[src/rtl/greenhouse_pkg.sv]
// Shared constants for the greenhouse controller: sensor count, channel
// indices into the sensor vector, and the default debounce interval.
package greenhouse_pkg;

  // Sensor vector layout is [M L T H S2 S1], S1 at bit 0.
  localparam int N_SENSORS = 6;

  localparam int IDX_S1 = 0;
  localparam int IDX_S2 = 1;
  localparam int IDX_H  = 2;
  localparam int IDX_T  = 3;
  localparam int IDX_L  = 4;
  localparam int IDX_M  = 5;

  // 10 ms at 100 MHz.
  localparam int DEBOUNCE_CYCLES_DEFAULT = 1000000;

endpackage

[src/rtl/debounce_channel.sv]
// One sensor bit: two-flop synchroniser, mismatch counter, debounced level
// and registered one-cycle rise/fall pulses. The clean level is preloaded
// from the synchroniser on the settle edge (load) and only tracks the input
// once enable is high.
module debounce_channel #(
  parameter int DEBOUNCE_CYCLES = 1000000,
  parameter int CNT_W           = $clog2(DEBOUNCE_CYCLES + 1)
) (
  input  logic clk,
  input  logic rst,
  input  logic sw_raw,
  input  logic enable,
  input  logic load,
  output logic sw_clean,
  output logic sw_rise,
  output logic sw_fall
);

  logic             s1_reg;
  logic             s2_reg;
  logic [CNT_W-1:0] cnt_reg;
  logic             clean_reg;
  logic             rise_reg;
  logic             fall_reg;

  // Two-flop synchroniser; only s2_reg is used downstream.
  always_ff @(posedge clk) begin
    if (rst) begin
      s1_reg <= 1'b0;
      s2_reg <= 1'b0;
    end else begin
      s1_reg <= sw_raw;
      s2_reg <= s1_reg;
    end
  end

  // Debounce counter, clean level and edge pulses (pulses default low each cycle).
  always_ff @(posedge clk) begin
    if (rst) begin
      cnt_reg   <= '0;
      clean_reg <= 1'b0;
      rise_reg  <= 1'b0;
      fall_reg  <= 1'b0;
    end else begin
      rise_reg <= 1'b0;
      fall_reg <= 1'b0;
      if (load) begin
        // Settle edge: adopt the settled input silently, no pulse.
        clean_reg <= s2_reg;
        cnt_reg   <= '0;
      end else if (enable) begin
        if (s2_reg == clean_reg) begin
          cnt_reg <= '0;
        end else if (cnt_reg == CNT_W'(DEBOUNCE_CYCLES - 1)) begin
          clean_reg <= s2_reg;
          cnt_reg   <= '0;
          rise_reg  <= s2_reg;
          fall_reg  <= ~s2_reg;
        end else begin
          cnt_reg <= cnt_reg + 1'b1;
        end
      end
    end
  end

  assign sw_clean = clean_reg;
  assign sw_rise  = rise_reg;
  assign sw_fall  = fall_reg;

endmodule

[src/rtl/sensor_input_conditioner.sv]
// Conditions the raw greenhouse sensor switches: per-channel sync and
// debounce, a startup settle period that preloads the clean levels without
// generating events, and a combined changed pulse.
module sensor_input_conditioner
  import greenhouse_pkg::*;
#(
  parameter int N_CH            = N_SENSORS,
  parameter int DEBOUNCE_CYCLES = DEBOUNCE_CYCLES_DEFAULT
) (
  input  logic            clk,
  input  logic            rst,
  input  logic [N_CH-1:0] sw_raw,
  output logic [N_CH-1:0] sw_clean,
  output logic [N_CH-1:0] sw_rise,
  output logic [N_CH-1:0] sw_fall,
  output logic            changed,
  output logic            ready
);

  localparam int CNT_W    = $clog2(DEBOUNCE_CYCLES + 1);
  // Settle counter must be able to hold DEBOUNCE_CYCLES+2.
  localparam int SETTLE_W = $clog2(DEBOUNCE_CYCLES + 3);

  logic [SETTLE_W-1:0] settle_cnt_reg;
  logic                ready_reg;
  logic                settle_done;

  // The load edge is the one on which the settle count reaches DEBOUNCE_CYCLES+2.
  assign settle_done = ~ready_reg && (settle_cnt_reg == SETTLE_W'(DEBOUNCE_CYCLES + 1));

  // Startup settle counter; ready latches high until the next reset.
  always_ff @(posedge clk) begin
    if (rst) begin
      settle_cnt_reg <= '0;
      ready_reg      <= 1'b0;
    end else if (~ready_reg) begin
      settle_cnt_reg <= settle_cnt_reg + 1'b1;
      if (settle_done) begin
        ready_reg <= 1'b1;
      end
    end
  end

  genvar gi;
  generate
    for (gi = 0; gi < N_CH; gi++) begin : gen_ch
      debounce_channel #(
        .DEBOUNCE_CYCLES(DEBOUNCE_CYCLES),
        .CNT_W          (CNT_W)
      ) u_ch (
        .clk     (clk),
        .rst     (rst),
        .sw_raw  (sw_raw[gi]),
        .enable  (ready_reg),
        .load    (settle_done),
        .sw_clean(sw_clean[gi]),
        .sw_rise (sw_rise[gi]),
        .sw_fall (sw_fall[gi])
      );
    end
  endgenerate

  // Pulses come straight from registers, so the OR is itself a clean one-cycle pulse.
  assign changed = |(sw_rise | sw_fall);
  assign ready   = ready_reg;

endmodule
[config.mk]
export PLATFORM = sky130hd
export DESIGN_NAME = sensor_input_conditioner
export DESIGN_NICKNAME = d
export VERILOG_FILES = /design/src/rtl/greenhouse_pkg.sv /design/src/rtl/debounce_channel.sv /design/src/rtl/sensor_input_conditioner.sv
export SDC_FILE = /design/constraint.sdc
export NUM_CORES = 1
export LEC_CHECK = 0
export BUFFER_PORTS_ARGS = -buffer_cell sky130_fd_sc_hd__buf_2
export CORE_ASPECT_RATIO = 1.25
export CORE_MARGIN = 2
export CORE_UTILIZATION = 40
export DETAILED_ROUTE_END_ITERATION = 6
export PLACE_DENSITY = 0.54
export SLEW_MARGIN = 0
export SYNTH_ARGS = -nofsm -noshare
export SYNTH_HDL_FRONTEND = slang
export SYNTH_SLANG_ARGS = --single-unit
[constraint.sdc]
create_clock -name clk -period 4.07 [get_ports clk]
set_input_delay 0.407 -clock clk [delete_from_list [all_inputs] [get_ports clk]]
set_output_delay 0.407 -clock clk [all_outputs]
set_load 0.02 [all_outputs]
==> metrics.yaml, run 1 <==
timing:
  skew_ns: 0.00786
  setup-violations-final: 0
  fmax_ghz: 0.404
  hold_violations: 0
  tns_ns: 0
  worst_slack_ns: 1.60
  rsz0062_at_grt: "no"
  fin_crit_ns: 2.47
  fin_crit_sh: 0.608
  worst_pin_slew_ns: 1.02
  relSlewSlack: 0.319
  final_max_slew_viol_count: 0
min_path:
  min_from: "sw_raw[4]"
  min_path_type: "input port to register"
placed_design:
  dpl.cell_count: 1190
  io_buffers: 27
  dp_hpwl_mm: 12.0
  gp_congestion: 0.767
  preCtsSetupSlack_ns: 1.62
  post_dp_cell_area_um2: 8340
clocking:
  post_cts_resized: 0
  clock_latency_ns: 0.43
  clk_pin_slew_worst_paths_ns: 0.06
  cts_hold_buf: 0
  tritoncts: "done"
  cts_buffers: 17
  htree_levels: 4
  cts_sinks: 171
  cts_root_buffer: "clkbuf_16"
  postCtsSetupBuffers: 0
  cts_buffer_depth: 2
grt:
  grtUsageTotal: 0.170
  grt_max_degree: 50
  grt_pass1_vias: 5981
  grt_pass1_wl_mm: 29.9
  antenna_found_initial: 0
  grt_overflow: 0
finish:
  drive_gt1_frac: 0.0851
  area_growth_pct: 10.5
  regArea_um2: 3420
  largest_register_ffs: 120
  fill_cells: 2065
  diodes: 0
  stdcell_count: 1222
  final_nets: 955
  multiInputGateArea_um2: 4350
  design_area_um2: 8960
setup_path:
  slowest_stage: "o21bai_2"
  cp.buffers_inverters: 1
  slowest_delay_ns: 0.72
  cp_top_family: "compound AO/OA/AOI/OAI gates"
  cp.arrival_ns: 2.79
  worstPathRequired_ns: 4.38
  r2r-start: "settle_cnt_reg[0]"
  critPathCaptureType: "register"
  critPathLaunchType: "register"
  path_cells: "ha_1 > nor3b_1 > nand4_1 > o21bai_2 > o21bai_1 > buf_4 > nor2_1"
  startpoint: "settle_cnt_reg[0]"
  cp_max_fo: 18
  path_class: "register to register"
synthesis:
  ys_seq_area_frac: 0.422
  synth_flop_cell: "dfxtp_1"
  synth.ff_latch_count: 171
  synth_top_area_cell: "dfxtp_1"
  synth_async_sr_flop_share: 0
  mappedNetlistArea_um2: 8110
  synth_cell_type_count: 57
  synth-edff-count: 0
  ys_warn_count: 0
  yosys-top-cells-area: "dfxtp_1 (42%), xor2_1 (7.6%), nor2_1 (6.3%)"
  synth_top_area_frac: 0.422
  syn_area_per_cell_um2: 8.68
  synthCells: 934
  syn-num-nets: 950
routing:
  drt-pass1-iter-count: 5
  drc: 0
  vias_per_cell: 5.23
  via_count: 6394
  wire_per_inst_um: 14.3
  drt_iter0_markers: 296
  wirelength_mm: 17.5
  drtAntennaViolNets: 0
die:
  die_height_um: 163
  dieWidth_um: 131
  start_util: 0.405
  rows: 58
  ios: 28
  core_um2: 20000
  dieArea_um2: 21400
pwr:
  ir_worst_vdd_mv: 0.280
  cellLeakagePower_uw: 0.00302
  power.total_uw: 3470
  power_density_nw_per_um2: 387
flow_run:
  cap_violations: 0
status:
  status: "complete, no violations"
==> synthesized netlist by cell type, drive strengths merged, types with 2 or more instances <==
| cell type | count |
|---|---|
| a211o | 2 |
| a21o | 2 |
| a21oi | 33 |
| a22oi | 2 |
| a311oi | 2 |
| a31oi | 17 |
| a41oi | 4 |
| and2 | 5 |
| and3 | 21 |
| and4 | 7 |
| and4b | 2 |
| buf | 29 |
| clkbuf | 18 |
| dfxtp | 171 |
| ha | 8 |
| inv | 14 |
| mux2i | 3 |
| nand2 | 80 |
| nand2b | 6 |
| nand3 | 62 |
| nand3b | 10 |
| nand4 | 44 |
| nand4b | 8 |
| nand4bb | 2 |
| nor2 | 137 |
| nor2b | 17 |
| nor3 | 25 |
| nor3b | 6 |
| nor4 | 25 |
| nor4b | 7 |
| nor4bb | 3 |
| o21ai | 12 |
| o21bai | 6 |
| or3 | 16 |
| or4 | 5 |
| or4b | 8 |
| xnor2 | 39 |
| xor2 | 70 |
==> logic make-up after synthesis <==
family	count (synthesis)	share of synthesized area
AOI/OAI and AO/OA	86	0.0751
xor gates and xnor gates	109	0.118
adders and majority gates	8	0.0123
buffers and inverters	61	0.0420
DFF	171	0.422
muxes	3	0.00370
and+or+nand+nor	496	0.327
==> per-layer routing <==
layer	GRT usage	vias up	wire length (µm)
li1	-	3287	-
met1	0.224	3016	8520
met4	0.0603	0	225
met3	0.0345	12	518
met5	0	-	0
met2	0.278	79	8270
==> worst register-to-register path: stages, from the launching register on <==
cell	delay, ns
dfxtp_1	0.43
ha_1	0.18
nor3b_1	0.26
nand4_1	0.25
o21bai_2	0.72
o21bai_1	0.21
buf_4	0.25
nor2_1	0.08
==> area by class of cell <==
cell class,instances,area share
flip-flops and latches,171,0.382
inverters,14,0.00587
repair buffers,33,0.0201
multi-input cells,702,0.485
clock buffers,21,0.0503
clock inverters,11,0.0187
well taps,270,0.0377
==> cell usage in the layout (no fill, tap or decap), types with 4 or more instances in the layout <==
master     synthesis  routed
clkbuf_16          0      17
nand2_1           80      80
nand2b_1           6       6
xor2_1            70      70
nor3_1            25      25
or4_1              4       4
xnor2_1           39      39
nand4_1           44      44
and2_1             5       5
nor4_1            21      21
nor3b_1            6       6
nand4b_1           8       8
ha_1               8       8
and4_1             7       7
or4b_1             5       5
nor2_1           136     136
a21oi_1           33      33
buf_4             18       6
a31oi_1           17      17
bufinv_16          0       4
and3_1            21      21
buf_2              4      27
inv_1             14      14
or3_1             16      16
nand3_1           62      62
nand3b_1          10      10
nor2b_1           17      17
o21ai_0           12      12
nor4b_1            7       7
dfxtp_1          171     170
==> where the power goes <==
group,leakage [µW],internal [µW],switching (µW)
logic,0.00134,21.0,42.3
registers,0.00138,1680,7.84
clock network,0.000297,1040,674
==> final timing paths <==
check | to | slack, ns | cells after the start
max | gen_ch[1].u_ch.cnt_reg[12] | 1.60 | 7
min reg2reg | gen_ch[1].u_ch.s2_reg | 0.44 | 1
min | gen_ch[4].u_ch.s1_reg | 0.19 | 2
max reg2reg | gen_ch[1].u_ch.cnt_reg[12] | 1.60 | 7
==> stage by stage <==
stage | hold WS, ns | util
2_1_floorplan | 0.414 | -
4_1_cts | 0.170 | 0.447
3_3_place_gp | 0.417 | 0.416
6_report | 0.190 | 0.447
5_1_grt | 0.195 | 0.447
3_5_place_dp | 0.420 | 0.416
Power figures use the tool's default switching activity.
==> run 2: changes to the inputs <==
- clock period: 4.07 -> 2.4 ns (I/O delays scaled with it)
==> metrics.yaml, run 2 (same netlist as run 1, synthesis figures left out) <==
placed_design:
  dp_hpwl_mm: 12.4
  io_buffers: 27
  gp_congestion: 0.793
  preCtsSetupSlack_ns: 0.226
  dpl.cell_count: 1217
setup_path:
  path_class: "register to register"
  r2r_end: "gen_ch[4].u_ch.cnt_reg[2]"
  cp_max_fo: 18
  reg2reg_depth: 5
  worstPathRequired_ns: 2.69
  critPathCaptureType: "register"
  cp.arrival_ns: 2.45
  r2r-start: "gen_ch[4].u_ch.cnt_reg[6]"
  reg2reg_slack_ns: 0.25
  critPathLaunchType: "register"
clocking:
  post_cts_resized: 0
  htree_levels: 4
  cts_sinks: 171
  cts_buffers: 17
  postCtsSetupBuffers: 0
  clock_latency_ns: 0.42
  cts_hold_buf: 0
  clk_pin_slew_worst_paths_ns: 0.06
  tritoncts: "done"
  cts_root_buffer: "clkbuf_16"
  cts_buffer_depth: 2
die:
  die_height_um: 163
  start_util: 0.405
  dieWidth_um: 131
  ios: 28
  rows: 58
  core_um2: 20000
  dieArea_um2: 21400
routing:
  drt-pass1-iter-count: 4
  met2_length_mm: 7.84
  wl_met1_mm: 8.59
  drc: 0
  drtAntennaViolNets: 0
  vias_per_cell: 5.13
  wirelength_mm: 17.3
  wire_per_inst_um: 13.9
  drt_iter0_markers: 284
  highest_layer: "met4"
  wl_met3_um: 436
  via_count: 6398
finish:
  largest_register_ffs: 120
  mostFrequentLayoutCells: "dfxtp_1 (170), nor2_1 (136), nand2_1 (80)"
  fill_cells: 2027
  final_nets: 982
  stdcell_count: 1247
  final_common_cell: "dfxtp_1"
  drive_gt1_frac: 0.110
  diodes: 0
  area_growth_pct: 12.8
timing:
  final_max_slew_viol_count: 0
  relSlewSlack: 0.563
  hold_violations: 0
  tns_ns: 0
  setup-violations-final: 0
  fmax_ghz: 0.464
  rsz0062_at_grt: "no"
  fin_crit_sh: 0.898
  worst_pin_slew_ns: 0.654
  fin_crit_ns: 2.15
  worst_slack_ns: 0.245
  skew_ns: 0.00666
pwr:
  cellLeakagePower_uw: 0.00315
  ir_worst_vdd_mv: 0.512
  pwr-share-clk: 0.484
  switchingPower_uw: 1190
  pwr-share-comb: 0.021
  swShare: 0.205
  cell_internal_pwr_uw: 4600
  seqPwrFrac: 0.495
  power_density_nw_per_um2: 633
grt:
  grtUsageTotal: 0.169
  antenna_found_initial: 0
  grt_overflow: 0
  grt_max_degree: 26
  grt_pass1_vias: 6091
  grt_pass1_wl_mm: 29.4
min_path:
  min_from: "sw_raw[1]"
  min_path_cells: 2
  holdPathEnd: "gen_ch[1].u_ch.s1_reg"
  min_path_type: "input port to register"
status:
  status: "complete, no violations"
flow_run:
  cap_violations: 0
## run 2: per-stage QoR
| stage | power (µW) | utilization | hold WS, ns | cell area (µm²) |
|---|---|---|---|---|
| global route | 6000 | 0.457 | 0.0130 | 9150 |
| floorplan | 3010 | - | 0.368 | 8110 |
| CTS | 5860 | 0.457 | 0.00350 | 9150 |
| detailed placement | 3050 | 0.427 | 0.427 | 8560 |
| finish | 5790 | 0.457 | 0.0219 | 9150 |
| global placement | 3050 | 0.427 | 0.419 | 8560 |
## run 2: how the worst max path moves through the flow
| stage | start | end | slack, ns | cells after the start |
|---|---|---|---|---|
| after CTS | gen_ch[4].u_ch.cnt_reg[6] | gen_ch[4].u_ch.cnt_reg[3] | 0.20 | 5 |
| after global routing | gen_ch[4].u_ch.cnt_reg[6] | gen_ch[4].u_ch.cnt_reg[16] | 0.04 | 5 |
| after floorplan | gen_ch[2].u_ch.cnt_reg[6] | gen_ch[2].u_ch.cnt_reg[6] | 0.47 | 7 |
| final | gen_ch[4].u_ch.cnt_reg[6] | gen_ch[4].u_ch.cnt_reg[2] | 0.25 | 5 |
| after global placement | gen_ch[4].u_ch.cnt_reg[6] | gen_ch[4].u_ch.cnt_reg[17] | 0.25 | 5 |
| after detailed placement | gen_ch[4].u_ch.cnt_reg[6] | gen_ch[4].u_ch.cnt_reg[3] | 0.23 | 5 |
## run 2: per-layer routing
metal  GRT usage  up-vias
met5           0        -
met4      0.0835        0
met3      0.0313       26
met2       0.272       67
met1       0.218     2963
li1            -     3342
## run 2: power groups by stage
| stage | combinational (µW) | clock, µW | sequential [µW] |
|---|---|---|---|
| 3_5_place_dp | 124 | 0 | 2930 |
| 3_3_place_gp | 124 | 0 | 2930 |
| 5_1_grt | 135 | 3000 | 2860 |
| 4_1_cts | 124 | 2880 | 2860 |
| 6_report | 122 | 2800 | 2860 |
| 2_1_floorplan | 85.4 | 0 | 2920 |
## run 2: area by class of cell
| cell class | instances | area [µm²] | share of cell area |
|---|---|---|---|
| Timing Repair Buffer | 60 | 395 | 0.0432 |
| Inverter | 14 | 52.6 | 0.00574 |
| Clock buffer | 22 | 474 | 0.0518 |
| Clock inverter | 8 | 118 | 0.0129 |
| Multi-Input combinational cell | 702 | 4350 | 0.475 |
| Sequential cell | 171 | 3420 | 0.374 |
| Tap cell | 270 | 338 | 0.0369 |
## run 2: worst max-delay path: stages (launching register included)
cell and delay (ns):
dfxtp_1 0.36, or4b_1 0.55, nor4_2 0.34, a21oi_1 0.23
o21bai_4 0.43, nor2_1 0.10
==> run 3: changes to the inputs <==
- CORE_ASPECT_RATIO: 1.25 -> 2
==> metrics.yaml, run 3 (same netlist as run 1, synthesis figures left out) <==
routing:
  wire_per_inst_um: 14.9
  wirelength_mm: 18.6
  via_count: 6645
  drt_iter0_markers: 246
  drc: 0
  vias_per_cell: 5.32
  drt-pass1-iter-count: 4
  drtAntennaViolNets: 0
finish:
  post-route-util: 0.458
  largest_register_ffs: 120
  mostFrequentLayoutCells: "dfxtp_1 (170), nor2_1 (136), nand2_1 (80)"
  final_nets: 989
  diodes: 0
  drive_gt1_frac: 0.110
  area_growth_pct: 12.5
  final_common_cell: "dfxtp_1"
  design_area_um2: 9120
flow_run:
  cap_violations: 0
placed_design:
  gp_congestion: 0.806
  post_dp_cell_area_um2: 8560
  io_buffers: 27
  dp_hpwl_mm: 13.5
setup_path:
  path_class: "register to register"
  reg2reg_depth: 6
  cp.buffers_inverters: 0
  cp-endpoint: "gen_ch[4].u_ch.sw_clean"
  startpoint: "settle_cnt_reg[0]"
  r2r-start: "settle_cnt_reg[0]"
  reg2reg_slack_ns: 0.15
  worstPathRequired_ns: 2.72
  cp_top_family: "simple AND/OR/NAND/NOR gates"
  critical_path_depth: 6
  critPathCaptureType: "register"
  path_cells: "ha_1 > nor3b_1 > nand3_1 > or4_1 > and3_1 > o21ba_2"
  cp_max_fo: 5
  r2r_end: "gen_ch[4].u_ch.sw_clean"
  slowest_delay_ns: 0.65
  slowest_stage: "or4_1"
  cp.arrival_ns: 2.57
  critPathLaunchType: "register"
clocking:
  cts_sinks: 171
  htree_levels: 4
  cts_buffer_depth: 2
  cts_root_buffer: "clkbuf_16"
  cts_buffers: 17
  tritoncts: "done"
  clock_latency_ns: 0.43
  clk_pin_slew_worst_paths_ns: 0.06
status:
  status: "complete, no violations"
timing:
  worst_pin_slew_ns: 0.708
  holdWs_ns: 0.0212
  final_max_slew_viol_count: 0
  fin_crit_sh: 0.937
  fmax_ghz: 0.445
  hold_violations: 0
  tns_ns: 0
  fin_crit_ns: 2.25
  relSlewSlack: 0.523
  setup-violations-final: 0
  rsz0062_at_grt: "no"
  skew_ns: 0.00883
die:
  ios: 28
  core_um2: 19900
  start_util: 0.407
  die_height_um: 205
  rows: 73
  dieWidth_um: 105
  dieArea_um2: 21500
pwr:
  power_density_nw_per_um2: 599
  cellLeakagePower_uw: 0.00314
  switchingPower_uw: 1200
  seqPwrFrac: 0.524
  cell_internal_pwr_uw: 4270
  pwr-share-comb: 0.023
  ir_worst_vdd_mv: 0.368
  swShare: 0.219
  pwr-share-clk: 0.453
min_path:
  min_path_type: "input port to register"
grt:
  grt_pass1_wl_mm: 31.6
  antenna_found_initial: 0
  grt_max_degree: 33
  grtUsageTotal: 0.182
  grt_overflow: 0
  grt_pass1_vias: 6559
-- run 3: worst register-to-register path, delay by kind of cell, from the launching register on --
kind                       cells  cell delay, ns
and+or+nand+nor                4            1.31
DFF                            1            0.41
adders and majority gates      1            0.23
AOI/OAI and AO/OA              1            0.20
-- run 3: repair_timing --
item,4_1_cts,5_1_grt
endpoints found under the hold margin,4,0
setup endpoints to repair,0,3
hold buffers,4,0
resized for setup,0,1
setup buffers,0,0
-- run 3: area by class of cell --
class	count	area (µm²)
Clock buffer	25	475
Timing Repair Buffer	67	445
Tap cell	262	328
Inverter	14	52.6
Fill cell	2070	10800
Clock inverter	7	42.5
Sequential cell	171	3420
Multi-Input combinational cell	702	4350
-- run 3: worst min-delay path by stage --
stage,depth (start not counted),end,slack [ns],from
global route,2,gen_ch[4].u_ch.s1_reg,0.02,sw_raw[4]
detailed placement,1,gen_ch[5].u_ch.s2_reg,0.43,gen_ch[5].u_ch.s1_reg
global placement,1,gen_ch[1].u_ch.s2_reg,0.42,gen_ch[1].u_ch.s1_reg
floorplan,1,gen_ch[0].u_ch.s1_reg,0.37,sw_raw[0]
CTS,2,gen_ch[4].u_ch.s1_reg,0.01,sw_raw[4]
finish,2,gen_ch[4].u_ch.s1_reg,0.02,sw_raw[4]
-- run 3: power by group through the flow --
stage	Sequential, µW	Combinational [µW]	Clock (µW)
2_1_floorplan	2920	85.4	0
3_3_place_gp	2930	124	0
3_5_place_dp	2930	124	0
4_1_cts	2860	129	2570
5_1_grt	2860	140	2680
6_report	2870	126	2480
-- run 3: stage by stage --
| stage | setup slack, ns | total power, µW | cells |
|---|---|---|---|
| 2_1_floorplan | 0.466 | 3010 | 934 |
| 3_3_place_gp | 0.162 | 3050 | 1212 |
| 3_5_place_dp | 0.158 | 3050 | 1212 |
| 4_1_cts | 0.146 | 5560 | 1248 |
| 5_1_grt | 0.0352 | 5680 | 1248 |
| 6_report | 0.152 | 5470 | 1248 |
-- run 3: per-layer routing --
| layer | track usage | wire length [µm] | vias to the layer above | share of wire |
|---|---|---|---|---|
| met1 | 0.195 | 7690 | 3168 | 0.41 |
| met4 | 0.0738 | 383 | 0 | 0.021 |
| li1 | - | - | 3367 | - |
| met2 | 0.346 | 10100 | 83 | 0.54 |
| met3 | 0.0336 | 411 | 27 | 0.022 |
| met5 | 0 | 0 | - | 0 |
